**src/rtl/seg7_disp_pkg.sv**
```systemverilog
`default_nettype none
// +--------------------------------------------------------------------------+
// | Module      : seg7_disp_pkg                                              |
// | Description : Shared definitions for the 7-segment display sequencer:    |
// |               operator code constants, sequencer state type, the         |
// |               request record and a small helper for counter sizing.      |
// | Revision    : 1.0 - initial release                                      |
// +--------------------------------------------------------------------------+
package seg7_disp_pkg;

   // Operator symbol codes understood by the 7-segment driver.
   // Any other value is shown as the error symbol.
   localparam logic [2:0] OP_T = 3'd0;
   localparam logic [2:0] OP_A = 3'd1;
   localparam logic [2:0] OP_C = 3'd2;
   localparam logic [2:0] OP_B = 3'd3;

   typedef enum logic [2:0] {
      ST_IDLE     = 3'd0,
      ST_SHOW_OP  = 3'd1,
      ST_GAP      = 3'd2,
      ST_SHOW_VAL = 3'd3,
      ST_DONE     = 3'd4
   } state_e;

   // One display request as captured at the handshake.
   typedef struct packed {
      logic [2:0] op;
      logic [3:0] val;
      logic       blink;
   } req_t;

   localparam int REQ_W = $bits(req_t);

   function automatic int max3(input int a, input int b, input int c);
      int m;
      m = (a > b) ? a : b;
      return (m > c) ? m : c;
   endfunction

endpackage
`default_nettype wire

```
**src/rtl/seg7_req_slot.sv**
```systemverilog
`default_nettype none
// +--------------------------------------------------------------------------+
// | Module      : seg7_req_slot                                              |
// | Description : One-entry holding register for a queued display request.  |
// |               Ports: clk, rst (sync, active-high), clear_i (drop entry), |
// |               load_i (store data_i, set full), pop_i (release entry),    |
// |               data_i / data_o (request bits), full_o (entry valid).      |
// | Revision    : 1.0 - initial release                                      |
// +--------------------------------------------------------------------------+
module seg7_req_slot
   import seg7_disp_pkg::*;
(
   input  logic             clk,
   input  logic             rst,
   input  logic             clear_i,
   input  logic             load_i,
   input  logic             pop_i,
   input  logic [REQ_W-1:0] data_i,
   output logic [REQ_W-1:0] data_o,
   output logic             full_o
);

   logic [REQ_W-1:0] data_q;
   logic             full_q;

   // Clear wins over load so that an abort can never leave a stale entry.
   always_ff @(posedge clk) begin
      if (rst) begin
         data_q <= '0;
         full_q <= 1'b0;
      end else if (clear_i) begin
         full_q <= 1'b0;
      end else if (load_i) begin
         data_q <= data_i;
         full_q <= 1'b1;
      end else if (pop_i) begin
         full_q <= 1'b0;
      end
   end

   assign data_o = data_q;
   assign full_o = full_q;

endmodule
`default_nettype wire

```
**src/rtl/seg7_disp_sequencer.sv**
```systemverilog
`default_nettype none
// +--------------------------------------------------------------------------+
// | Module      : seg7_disp_sequencer                                        |
// | Description : Timed sequencer feeding the 7-segment driver. Each request |
// |               plays operator symbol, blank gap, result digit (optional   |
// |               blink) and a one-cycle done pulse. One further request can |
// |               be queued while the current one is on screen.              |
// |   Ports     : clk, rst (sync, active-high)                               |
// |               i_valid/o_ready  request handshake                         |
// |               i_op_code, i_val, i_blink  request fields                  |
// |               i_abort          drop current and queued requests          |
// |               o_en, o_disp_mode, o_op_code, o_digit_val  driver control  |
// |               o_done (end-of-sequence pulse), o_busy (not idle)          |
// | Revision    : 1.0 - initial release                                      |
// +--------------------------------------------------------------------------+
module seg7_disp_sequencer
   import seg7_disp_pkg::*;
#(
   parameter int OP_CYC    = 50_000_000,
   parameter int GAP_CYC   = 10_000_000,
   parameter int VAL_CYC   = 100_000_000,
   parameter int BLINK_CYC = 12_500_000
)(
   input  logic       clk,
   input  logic       rst,
   input  logic       i_valid,
   output logic       o_ready,
   input  logic [2:0] i_op_code,
   input  logic [3:0] i_val,
   input  logic       i_blink,
   input  logic       i_abort,
   output logic       o_en,
   output logic       o_disp_mode,
   output logic [2:0] o_op_code,
   output logic [3:0] o_digit_val,
   output logic       o_done,
   output logic       o_busy
);

   localparam int MAX_CYC = max3(OP_CYC, GAP_CYC, VAL_CYC);
   localparam int CNT_W   = $clog2(MAX_CYC + 1);
   localparam int BLK_W   = $clog2(BLINK_CYC + 1);

   // Counters load N-1 on entry and the state moves on when they reach zero,
   // so a phase lasts exactly N cycles and the counter never wraps.
   localparam logic [CNT_W-1:0] OP_LOAD  = CNT_W'(OP_CYC - 1);
   localparam logic [CNT_W-1:0] GAP_LOAD = (GAP_CYC > 0) ? CNT_W'(GAP_CYC - 1) : '0;
   localparam logic [CNT_W-1:0] VAL_LOAD = CNT_W'(VAL_CYC - 1);
   localparam logic [BLK_W-1:0] BLK_LOAD = BLK_W'(BLINK_CYC - 1);
   localparam logic [CNT_W-1:0] CNT_ONE  = CNT_W'(1);
   localparam logic [BLK_W-1:0] BLK_ONE  = BLK_W'(1);

   state_e           state_q,   state_d;
   logic [CNT_W-1:0] dwell_q,   dwell_d;
   logic [BLK_W-1:0] blk_cnt_q, blk_cnt_d;
   logic             blk_on_q,  blk_on_d;
   req_t             work_q,    work_d;

   logic             en_q,   en_d;
   logic             mode_q, mode_d;
   logic             done_q, done_d;
   logic             busy_q, busy_d;

   logic             accept;
   req_t             req_in;
   logic             slot_load;
   logic             slot_pop;
   logic             slot_clear;
   logic             pend_full;
   req_t             pend_data;
   logic             go_op;
   logic             go_gap;
   logic             go_val;

   assign o_ready = !pend_full && !i_abort && !rst;
   assign accept  = i_valid && o_ready;
   assign req_in  = '{op: i_op_code, val: i_val, blink: i_blink};

   seg7_req_slot u_slot (
      .clk     (clk),
      .rst     (rst),
      .clear_i (slot_clear),
      .load_i  (slot_load),
      .pop_i   (slot_pop),
      .data_i  (req_in),
      .data_o  (pend_data),
      .full_o  (pend_full)
   );

   always_comb begin
      state_d    = state_q;
      dwell_d    = dwell_q;
      blk_cnt_d  = blk_cnt_q;
      blk_on_d   = blk_on_q;
      work_d     = work_q;
      slot_load  = 1'b0;
      slot_pop   = 1'b0;
      slot_clear = 1'b0;
      go_op      = 1'b0;
      go_gap     = 1'b0;
      go_val     = 1'b0;

      if (i_abort) begin
         state_d    = ST_IDLE;
         slot_clear = 1'b1;
      end else begin
         case (state_q)
            ST_IDLE: begin
               if (accept) begin
                  work_d = req_in;
                  go_op  = 1'b1;
               end
            end

            ST_SHOW_OP: begin
               slot_load = accept;
               if (dwell_q == '0) begin
                  if (GAP_CYC == 0) begin
                     go_val = 1'b1;
                  end else begin
                     go_gap = 1'b1;
                  end
               end else begin
                  dwell_d = dwell_q - CNT_ONE;
               end
            end

            ST_GAP: begin
               slot_load = accept;
               if (dwell_q == '0) begin
                  go_val = 1'b1;
               end else begin
                  dwell_d = dwell_q - CNT_ONE;
               end
            end

            ST_SHOW_VAL: begin
               slot_load = accept;
               if (blk_cnt_q == '0) begin
                  blk_cnt_d = BLK_LOAD;
                  blk_on_d  = !blk_on_q;
               end else begin
                  blk_cnt_d = blk_cnt_q - BLK_ONE;
               end
               if (dwell_q == '0) begin
                  state_d = ST_DONE;
               end else begin
                  dwell_d = dwell_q - CNT_ONE;
               end
            end

            ST_DONE: begin
               // A queued request always has precedence; while it is held
               // o_ready is low, so a new accept cannot collide with the pop.
               if (pend_full) begin
                  work_d   = pend_data;
                  slot_pop = 1'b1;
                  go_op    = 1'b1;
               end else if (accept) begin
                  work_d = req_in;
                  go_op  = 1'b1;
               end else begin
                  state_d = ST_IDLE;
               end
            end

            default: begin
               state_d = ST_IDLE;
            end
         endcase

         if (go_op) begin
            state_d = ST_SHOW_OP;
            dwell_d = OP_LOAD;
         end
         if (go_gap) begin
            state_d = ST_GAP;
            dwell_d = GAP_LOAD;
         end
         if (go_val) begin
            // Blink phase restarts with the digit visible.
            state_d   = ST_SHOW_VAL;
            dwell_d   = VAL_LOAD;
            blk_cnt_d = BLK_LOAD;
            blk_on_d  = 1'b1;
         end
      end

      // Outputs are decoded from the next state so they register in step
      // with the state they describe.
      en_d   = (state_d == ST_SHOW_OP) ||
               ((state_d == ST_SHOW_VAL) && (!work_d.blink || blk_on_d));
      mode_d = (state_d == ST_SHOW_VAL);
      done_d = (state_d == ST_DONE);
      busy_d = (state_d != ST_IDLE);
   end

   always_ff @(posedge clk) begin
      if (rst) begin
         state_q   <= ST_IDLE;
         dwell_q   <= '0;
         blk_cnt_q <= '0;
         blk_on_q  <= 1'b0;
         work_q    <= '0;
         en_q      <= 1'b0;
         mode_q    <= 1'b0;
         done_q    <= 1'b0;
         busy_q    <= 1'b0;
      end else begin
         state_q   <= state_d;
         dwell_q   <= dwell_d;
         blk_cnt_q <= blk_cnt_d;
         blk_on_q  <= blk_on_d;
         work_q    <= work_d;
         en_q      <= en_d;
         mode_q    <= mode_d;
         done_q    <= done_d;
         busy_q    <= busy_d;
      end
   end

   assign o_en        = en_q;
   assign o_disp_mode = mode_q;
   assign o_op_code   = work_q.op;
   assign o_digit_val = work_q.val;
   assign o_done      = done_q;
   assign o_busy      = busy_q;

endmodule
`default_nettype wire
```
**config.mk**
```make
export PLATFORM = sky130hd
export DESIGN_NAME = seg7_disp_sequencer
export DESIGN_NICKNAME = d
export VERILOG_FILES = /design/src/rtl/seg7_disp_pkg.sv /design/src/rtl/seg7_req_slot.sv /design/src/rtl/seg7_disp_sequencer.sv
export SDC_FILE = /design/constraint.sdc
export NUM_CORES = 1
export LEC_CHECK = 0
export BUFFER_PORTS_ARGS = -buffer_cell sky130_fd_sc_hd__buf_4
export CORE_MARGIN = 10
export CORE_UTILIZATION = 40
export DETAILED_ROUTE_END_ITERATION = 7
export PLACE_DENSITY = 0.55
export SLEW_MARGIN = 10
export SYNTH_ARGS = -nofsm -noshare
export SYNTH_HDL_FRONTEND = slang
export SYNTH_SLANG_ARGS = --single-unit
```
**constraint.sdc**
```tcl
create_clock -name clk -period 3.1 [get_ports clk]
set_input_delay 0.775 -clock clk [delete_from_list [all_inputs] [get_ports clk]]
set_output_delay 0.775 -clock clk [all_outputs]
set_load 0.01 [all_outputs]
```
Yosys cells after proc, flatten, opt, wreduce, memory -nomap -nowiden
Index checks and enable logic that the tools add are counted.

storage, ports and cells
  register bits after elaboration = 76

operators by class
  add/subtract/negate cells = 2
  eq/ne operators = 8
  multiplexer cells = 41
  bitwise logic cells = 2
  reductions and logical operators = 26

operators with widths
  kind                                                                      number
  27-bit 2-to-1 mux                                                         5
  24-bit 2-to-1 mux                                                         3
  27-bit logical NOT                                                        1
  27-bit by 1-bit subtractor with 27-bit output (second input constant)     1
  24-bit logical NOT                                                        1
  24-bit by 1-bit subtractor with 24-bit output (second input constant)     1
  1-bit 2-to-1 mux                                                          21
  3-bit 2-to-1 mux                                                          7
  8-bit 2-to-1 mux                                                          2
  8-bit one-hot mux with 2 select lines                                     1
  3-bit by 2-bit == test with 1-bit output (second input constant)          3
  3-bit one-hot mux with 3 select lines                                     1
  3-bit by 1-bit == test with 1-bit output (second input constant)          2
  3-bit == test (second input constant)                                     2
  2-bit AND reduction                                                       3
  2-bit nonzero test                                                        3
  3-bit OR reduction                                                        2
  1-bit logical NOT                                                         5
  1-bit logical AND                                                         4
  4-bit by 1-bit inequality test with 1-bit output (second input constant)  1
  4-bit nonzero test                                                        1
  3-bit logical NOT                                                         1
  3-bit AND reduction                                                       1
  3-bit nonzero test                                                        1
  4 further kinds                                                           6

Depth between registers and ports, before layout
Gate-level depths: netlist (run 1).

  word-level depth = 15
  mapped depth = 9
  gate-level depth less buffers = 8

By module
From an unflattened synthesis (run 1), not the netlist that was laid out.

unflattened totals
  cell total of the unflattened synthesis = 497
  area, all modules = 4,119.0 um2

modules (own cells, without submodules)
  module               times used  cells an instance  area an instance (um2)  seq. area each (um2)
  seg7_disp_sequencer  1           459                3,697.3                 1,341.3
  seg7_req_slot        1           38                 421.7                   180.2

Worst setup path before layout (run 1)
Ideal clock, no wire load.

  kind = input to register
  start point = in i_abort
  end point = reg dwell_q[3]
  setup time = 0.129 ns
  data arrival time = 2.308 ns
  setup slack = 0.663 ns
  cell stages on the path = 7
  path buffers = 1
  cell sequence = buf_2 nor4b_4 o41ai_1 a211o_1 or4_1 xor2_1 o21ai_1

between the ends
  longest elaborated chain between the ends = 11

RTL lines
  what                                   RTL line                                                source
  start, declared                        seg7_disp_sequencer.sv:31                               input logic i_abort,
  1-bit logical NOT                      seg7_disp_sequencer.sv:75                               assign o_ready = !pend_full && !i_abort && !rst;
  1-bit logical AND (2 in series)        seg7_disp_sequencer.sv:75
  1-bit logical AND                      seg7_disp_sequencer.sv:76                               assign accept = i_valid && o_ready;
  1-bit 2-to-1 mux                       seg7_disp_sequencer.sv:109, seg7_disp_sequencer.sv:159
  1-bit 2-to-1 mux                       seg7_disp_sequencer.sv:155                              if (pend_full) begin
  1-bit one-hot mux with 2 select lines  seg7_disp_sequencer.sv:107                              case (state_q)
  1-bit 2-to-1 mux                       seg7_disp_sequencer.sv:103                              if (i_abort) begin
  27-bit 2-to-1 mux                      seg7_disp_sequencer.sv:172                              if (go_op) begin
  27-bit 2-to-1 mux                      seg7_disp_sequencer.sv:176                              if (go_gap) begin
  27-bit 2-to-1 mux                      seg7_disp_sequencer.sv:180                              if (go_val) begin
  end signal, assigned                   seg7_disp_sequencer.sv:211                              dwell_q <= dwell_d;
  end, declared                          seg7_disp_sequencer.sv:54                               logic [CNT_W-1:0] dwell_q, dwell_d;

Parallel ways exist; a longest one is shown, timed or not. The select of a mux whose other input is x is not followed.
A chain may end at the register's enable or synchronous reset.

Worst setup path after layout (run 1)
  start point = reg dwell_q[0]
  end point = reg blk_cnt_q[12]

between the ends
  longest elaborated chain between the ends = 6

RTL lines
  what                                  RTL line                    source
  27-bit logical NOT *                  seg7_disp_sequencer.sv:130  if (dwell_q == '0) begin
  1-bit 2-to-1 mux *                    --
  1-bit 2-to-1 mux *                    seg7_disp_sequencer.sv:107
  1-bit 2-to-1 mux *                    seg7_disp_sequencer.sv:103
  2-bit nonzero test (no source line)   --
  2-bit AND reduction (no source line)  --
  end signal, assigned                  seg7_disp_sequencer.sv:212  blk_cnt_q <= blk_cnt_d;
  end, declared                         seg7_disp_sequencer.sv:55   logic [BLK_W-1:0] blk_cnt_q, blk_cnt_d;

Every way passes the cells marked *; elsewhere a longest branch is shown, timed or not. The select of a mux whose other input is x is not followed.

==> impl_results.md, run 1 <==
- Status: finished, final reports clean
- Routed WL per cell: approximately 16 um
- CP cell instances: inv_1, ha_1, or4b_4, nor3_4, and4_1, nor2_2, a211o_1, a21oi_1
- Drt drc: 0
- Slowest cell on crit path: or4b_4
- Maximum vdd drop: between 0.15 and 0.2 mV
- Synth top cells by count: dfxtp_1, nor2_1, a21oi_1
- EDFF count, synth: 0
- Final WL: 10.9 mm
- Worst Clk Skew: between 0.015 and 0.02 ns
- Antenna Nets Post-Route: 0
- Vias in the first global route: ~3,600
- Post-CTS sizing: 0
- First-pass GRT wire length: ~18 mm
- Starting Density: 0.406
- Relative max-transition margin: 0.396
- I/O pins: 24
- RD Place Congestion: 0.829
- #FFs+latches synth: 76
- Post-synth top area share: 0.366
- Die X: around 120 um
- Commonest register cell after synthesis: dfxtp_1
- Hold slack: 0.454 ns
- Area leader, netlist: dfxtp_1
- H-tree levels: 3
- CTS Buf Count: 9
- Max Freq: around 0.40 GHz
- Post-synthesis sequential area ratio: 0.366
- Synth-to-Final Area Change: 9.91%
- Overflow left after global routing: 0
- Crit path launch type: flop
- Syn Nets: 538
- Synth Cell Area: just over 0.004 mm2
- Critical path data required time: 3.40 ns
- Clock Tree Buf Depth: 2
- Dpl hpwl: roughly 7.7 mm
- Worst min path class: reg -> reg
- GRT Total Usage: 0.147
- CTS Root Cell: clkbuf_8
- Number of DRC markers in iteration 0: between 200 and 300
- Final Net Count: roughly 550
- Clock Sinks: 76
- Slew Viols, Final: 0
- Worst skew pair latency: approximately 0.36 ns
- Unrepaired setup endpoints after global routing: no
- Fin. Hold Viols: 0
- Cell family with most CP delay: simple AND/OR/NAND/NOR gates
- Max-Cap Viols: 0
- Chip Height: between 100 and 150 um
- Tcrit/Tclk final: 0.804
- Most common cell in the netlist: dfxtp_1
- Post-synthesis async set-or-reset flop share: 0
- Final setup TNS: 0 ns
- Top cells by area, synth: dfxtp_1, a21oi_1, nor2_1, nor3_1, o21ai_0
- Core Region: between 0.01 and 0.015 mm2
- # hold bufs at CTS: 0
- Critical Path Max Stage Delay: approximately 0.54 ns
- Mapped Avg Cell Area: between 7 and 8 um2
- Setup crit end kind: flop
- CTS clk-pin slew, worst paths: around 0.08 ns
- Critical path class: reg -> reg
- Critical path arrival: around 2.8 ns
- Synth cell types: 68
- Final setup viols: 0
- Share of layout cells above drive strength 1: 0.132
- Total power: about 2100 uW
- Synth warnings: 0
- Largest net degree at the start of global routing: 44
- FP Rows: 37
- # Post-CTS Setup Buffers: 0
- Minimum clock period: between 2 and 2.5 ns
- Critical-path maximum fanout: 6
- CTS tree: yes
- CP Buf/Inv Count: 1
- Via count: ~3,900
- Leak: 0.00162 uW
- Syn Inst Count: roughly 520
- PortBufs: 23
- FILL cells: 1,029
- Cell Pwr Density: about 470 mW/mm2
- Full die area: 0.0149 mm2
- Vias per cell: approximately 5.7
- Worst Max-Slew Pin Slew: 0.900 ns
- Initial antenna violation count: 0
- Ant diodes: 0
- DRT Pass-1 Iters: 4
-- where the power goes --
group          switching, uW  total, uW  internal, uW
sequential              29.9       1030          1000
clock                    370        700           330
combinational            263        414           151
-- metrics by stage --
stage	cell area, um2	instances	setup WS [ns]	util
detailed placement	4390	657	0.482	0.429
global placement	4390	657	0.471	0.429
CTS	4560	672	0.606	0.446
global route	4560	672	0.278	0.446
floorplan	4150	523	0.663	-
finish	4560	672	0.608	0.446
-- tightest hold or removal path: cells and delay by family (launching register included) --
family / cells / cell delay (ns)
DFF: 1 / 0.31
AOI/OAI and AO/OA: 1 / 0.05
and+or+nand+nor: 1 / 0.05
-- cells by family (layout without fill, tap and decap cells) --
kind of cell    count (synthesis)  in the layout  share of synthesized area
flops                          76             76                      0.366
simple gates                  235            235                      0.311
fa+ha+maj                       3              3                    0.00904
mux                             2              2                    0.00482
xor+xnor                       14             14                     0.0295
buf+inv                        48             61                     0.0587
compound gates                145            145                      0.221
-- state kept, by name, summed over array words and instances (netlist names) --
| name | cells |
|---|---|
| o_disp_mode | 1 |
| o_op_code | 3 |
| work_q | 1 |
| u_slot.data_o | 8 |
| state_q | 3 |
| o_done | 1 |
| blk_on_q | 1 |
| u_slot.full_o | 1 |
| o_busy | 1 |
| dwell_q | 27 |
| o_digit_val | 4 |
| blk_cnt_q | 24 |
| o_en | 1 |
-- routing by layer --
metal / track usage / vias to the layer above / wire [um]
met2: 0.234 / 77 / 5140
met4: 0.0492 / 0 / 157
met1: 0.194 / 1827 / 5110
met3: 0.0301 / 13 / 477
li1: - / 1939 / -
met5: 0 / - / 0
-- worst paths after layout --
kind	from	endpoint	slack, ns	cells past startpoint
hold reg to reg	u_slot.data_o[0]$_SDFFE_PP0P_	u_slot.data_o[0]$_SDFFE_PP0P_	0.45	2
setup / recovery	dwell_q[0]$_SDFFE_PP0P_	blk_cnt_q[12]$_SDFFE_PP0P_	0.61	8
setup reg to reg	dwell_q[0]$_SDFFE_PP0P_	blk_cnt_q[12]$_SDFFE_PP0P_	0.61	8
hold / removal	u_slot.data_o[0]$_SDFFE_PP0P_	u_slot.data_o[0]$_SDFFE_PP0P_	0.45	2
-- cells in the final DEF, fill, tap and decap left out, types with 11 or more instances in the layout --
master / instances
buf_4: 36
dfxtp_1: 76
o21ai_0: 28
or3_1: 14
nor4_1: 11
a21oi_1: 56
nor2_1: 58
nor3_1: 34
clkbuf_8: 11
nand3_1: 26
nand2_1: 36
-- cell type report --
| cell class | count | area, um2 | area share |
|---|---|---|---|
| clock inverter | 3 | 22.5 | 0.00493 |
| timing repair buffer | 36 | 270 | 0.0592 |
| sequential | 76 | 1520 | 0.333 |
| clock buffer | 12 | 155 | 0.0340 |
| multi-input combinational | 399 | 2390 | 0.523 |
| inverter | 10 | 37.5 | 0.00822 |
| tap | 136 | 170 | 0.0373 |
No activity file was read; power rests on OpenSTA's default activity.
==> inputs of run 2 (changes only) <==
--- a/config.mk
+++ b/config.mk
@@ -5,6 +5,7 @@
 export SDC_FILE = /design/constraint.sdc
 export NUM_CORES = 1
 export LEC_CHECK = 0
+export ABC_AREA = 1
 export BUFFER_PORTS_ARGS = -buffer_cell sky130_fd_sc_hd__buf_4
 export CORE_MARGIN = 10
 export CORE_UTILIZATION = 40
==> constraint.sdc (replaced) <==
create_clock -name clk -period 2.3 [get_ports clk]
set_input_delay 0.575 -clock clk [delete_from_list [all_inputs] [get_ports clk]]
set_output_delay 0.575 -clock clk [all_outputs]
set_load 0.01 [all_outputs]
==> run 2 against run 1 <==
Final area increased by 16%. Register-to-register slack lost 0.36 ns. Global-route usage is 0.72 points higher. Critical path type unchanged. Synthesized cell count up 41%. Largest cell class unchanged. Critical endpoint is now dwell_q[15]$_SDFFE_PP0P_. Via count rose by 17%.
==> impl_results.md, run 2 <==
- Chip Height: 128 um (+5.4%)
- Critical path arrival: 2.25 ns (-0.54 ns)
- Tcrit/Tclk final: 0.892 (+0.0878)
- Worst slack, placed: -0.0255 ns (-0.507 ns)
- Commonest register cell after synthesis: dfxtp_1
- Xor/xnor cell area share of the yosys netlist: 0.0540 (+0.0245)
- EDFF count, synth: 0 (unchanged)
- PortBufs: 23 (unchanged)
- Max Freq: 0.488 GHz (+22%)
- CTS tree: yes
- Relative max-transition margin: 0.643 (+0.247)
- Die X: 128 um (+5.4%)
- RR Startpoint: dwell_q[0]$_SDFFE_PP0P_
- Critical-path maximum fanout: 13 (+7)
- Synth cell types: 41 (-40%)
- Number of DRC markers in iteration 0: 363 (+34%)
- Max reg flops: 27 (unchanged)
- Post-Synth Simple-Gate Area: 0.401 (+0.0905)
- Leak: 0.00265 uW (+63%)
- Starting Density: 0.410 (+0.00425)
- Metal-1 WL: 5.64 mm (+10%)
- Vias in the first global route: 4,374 (+23%)
- Maximum vdd drop: 0.411 mV (+130%)
- Post-synth top area share: 0.323 (-0.0429)
- DRT Pass-1 Iters: 4 (unchanged)
- Final Net Count: 771 (+41%)
- Largest net degree at the start of global routing: 47 (+6.8%)
- Setup crit end kind: flop
- Status: finished, final reports clean
- Clock Sinks: 76 (unchanged)
- FP Rows: 39 (+5.4%)
- Top layer in use: met4
- Worst Max-Slew Pin Slew: 0.535 ns (-0.365 ns)
- Synth-to-Final Area Change: 12.5%
- Fin. Hold Viols: 0 (unchanged)
- Overflow left after global routing: 0 (unchanged)
- H-tree levels: 3 (unchanged)
- Largest family of logic cells by synthesized area: simple AND/OR/NAND/NOR gates
- Synth warnings: 0 (unchanged)
- Initial antenna violation count: 0 (unchanged)
- Cell Pwr Density: 785 mW/mm2 (+67%)
- CTS Buf Count: 9 (unchanged)
- Synth top cells by count: nand2_1, nor2_1, dfxtp_1
- Clock Tree Buf Depth: 2 (unchanged)
- Via count: 4,528 (+17%)
- Top cells by area, synth: dfxtp_1, nand2_1, nor2_1, a21oi_1, nand3_1
- Cell count of the worst reg-to-reg path: 13 (+5)
- Critical path data required time: 2.50 ns (-0.90 ns)
- Worst R2R Setup Slack: 0.25 ns (-0.36 ns)
- Most common cell in the netlist: nand2_1
- #FFs+latches synth: 76 (unchanged)
- Routed WL per cell: 13.5 um (-16%)
- Highest-count cells in the layout ignoring fill and taps: nand2_1, nor2_1, dfxtp_1
- # Post-CTS Setup Buffers: 0 (unchanged)
- Biggest register: dwell_q
- Met2 wire length: 5.95 mm (+16%)
- Adder-cell share of the synthesized area: 0.00798 (-0.00106)
- Final core occ: 0.461 (+0.0151)
- Area leader, netlist: dfxtp_1
- Critical path class: reg -> reg
- Ant diodes: 0 (unchanged)
- Setup ws final: 0.249 ns (-0.359 ns)
- Capturing point of the worst reg2reg path: dwell_q[15]$_SDFFE_PP0P_
- First-pass GRT wire length: 21.1 mm (+18%)
- Worst skew pair latency: 0.35 ns (about the same)
- Final setup viols: 0 (unchanged)
- Critical Path Start: dwell_q[0]$_SDFFE_PP0P_
- Worst min path class: reg -> reg
- Mapped Avg Cell Area: 6.39 um2 (-20%)
- Mux cell area share after synthesis: 0 (-0.00482)
- Unrepaired setup endpoints after global routing: no
- Crit path launch type: flop
- Minimum clock period: 2.05 ns (-0.441 ns)
- Critical path destination: dwell_q[15]$_SDFFE_PP0P_
- Max-Cap Viols: 0 (unchanged)
- Full die area: 0.0165 mm2 (+11%)
- GRT Total Usage: 0.154 (+0.00717)
- Compound-Gate Fraction of Synth Area: 0.115 (-0.106)
- Worst Clk Skew: 0.00623 ns (-0.00988 ns)
- Share of layout cells above drive strength 1: 0.113 (-0.0193)
- Syn Inst Count: 736 (+41%)
- CTS Root Cell: clkbuf_16
- Antenna Nets Post-Route: 0 (unchanged)
- Synth Cell Area: 0.00470 mm2 (+13%)
- Core Region: 0.0115 mm2 (+12%)
- Post-synthesis sequential area ratio: 0.323 (-0.0429)
- Vias per cell: 5.01 (-13%)
- Routed wl met3: 410 um (-14%)
- RD Place Congestion: 0.855 (+3.2%)
- # hold bufs at CTS: 0 (unchanged)
- CTS clk-pin slew, worst paths: 0.06 ns (-0.02 ns)
- Syn Nets: 751 (+40%)
- Post-CTS sizing: 0 (unchanged)
- Drt drc: 0 (unchanged)
- Final setup TNS: 0 ns (unchanged)
- Commonest non-fill, non-tap cell in the layout: nand2_1
- Final WL: 12.2 mm (+12%)
- I/O pins: 24 (unchanged)
- Dpl hpwl: 8.91 mm (+15%)
- Post-synthesis async set-or-reset flop share: 0 (unchanged)
- Slew Viols, Final: 0 (unchanged)
## run 2: cell types whose count changed in the layout (fill, tap and decap cells not counted), sizes merged, moves of 8 or more
cell / previous run / this run
nand3: 27 / 55
nor4: 13 / 0
nand2: 36 / 193
nor3: 39 / 16
xor2: 7 / 17
inv: 10 / 69
a211oi: 10 / 2
a311oi: 10 / 0
nor2: 60 / 139
or3: 14 / 0
## run 2: final cells by class
cell class              count  area, um2
clock buffers               9        225
clock inverters             6       88.8
fillers                  1211       6180
inverters                  71        270
multi-input cells         560       2720
flip-flops and latches     76       1520
well taps                 143        179
repair buffers             38        285
## run 2: critical path, cell delays in order, from the launching register on
cell	delay, ns
dfxtp_1	0.34
inv_1	0.06
ha_1	0.24
nand2_2	0.15
nor2_4	0.06
nand2_2	0.11
clkinv_2	0.09
nand2_4	0.12
nor2_8	0.05
buf_4	0.18
inv_2	0.24
nand3_1	0.12
nand2_1	0.07
a21oi_1	0.06
## run 2: worst min-delay path by stage
stage	startpoint	to	slack (ns)	cells after the start
detailed placement	u_slot.data_o[6]$_SDFFE_PP0P_	u_slot.data_o[6]$_SDFFE_PP0P_	0.45	2
finish	u_slot.data_o[6]$_SDFFE_PP0P_	u_slot.data_o[6]$_SDFFE_PP0P_	0.46	2
global route	i_op_code[0]	u_slot.data_o[5]$_SDFFE_PP0P_	0.49	3
CTS	u_slot.data_o[6]$_SDFFE_PP0P_	u_slot.data_o[6]$_SDFFE_PP0P_	0.46	2
global placement	u_slot.data_o[6]$_SDFFE_PP0P_	u_slot.data_o[6]$_SDFFE_PP0P_	0.45	2
floorplan	u_slot.data_o[6]$_SDFFE_PP0P_	u_slot.data_o[6]$_SDFFE_PP0P_	0.43	2
## run 2: power breakdown
part           switching [uW]  total (uW)  internal, uW
sequential               45.1        1410          1360
combinational             759        1210           448
clock                     595        1540           946
total                    1400        4150          2750
## run 2: logic make-up (layout without fill, tap and decap cells)
group / count (synthesis) / in the layout
and+or+nand+nor: 426 / 426
AOI/OAI and AO/OA: 102 / 102
buffers and inverters: 100 / 124
DFF: 76 / 76
xor gates and xnor gates: 29 / 29
adders and majority gates: 3 / 3
## run 2: through the flow
step / std cells / cell area, um2 / hold slack [ns] / total power [uW]
after floorplan: 736 / 4700 / 0.434 / 2400
after global placement: 888 / 4970 / 0.453 / 2620
after detailed placement: 888 / 4970 / 0.451 / 2640
after CTS: 903 / 5290 / 0.464 / 4190
after global routing: 903 / 5290 / 0.486 / 4440
final: 903 / 5290 / 0.464 / 4150
## run 2: routing by layer
layer,GRT usage,up-vias
met4,0.0609,0
met3,0.0279,16
met1,0.187,2072
li1,-,2387
met5,0,-
met2,0.263,53
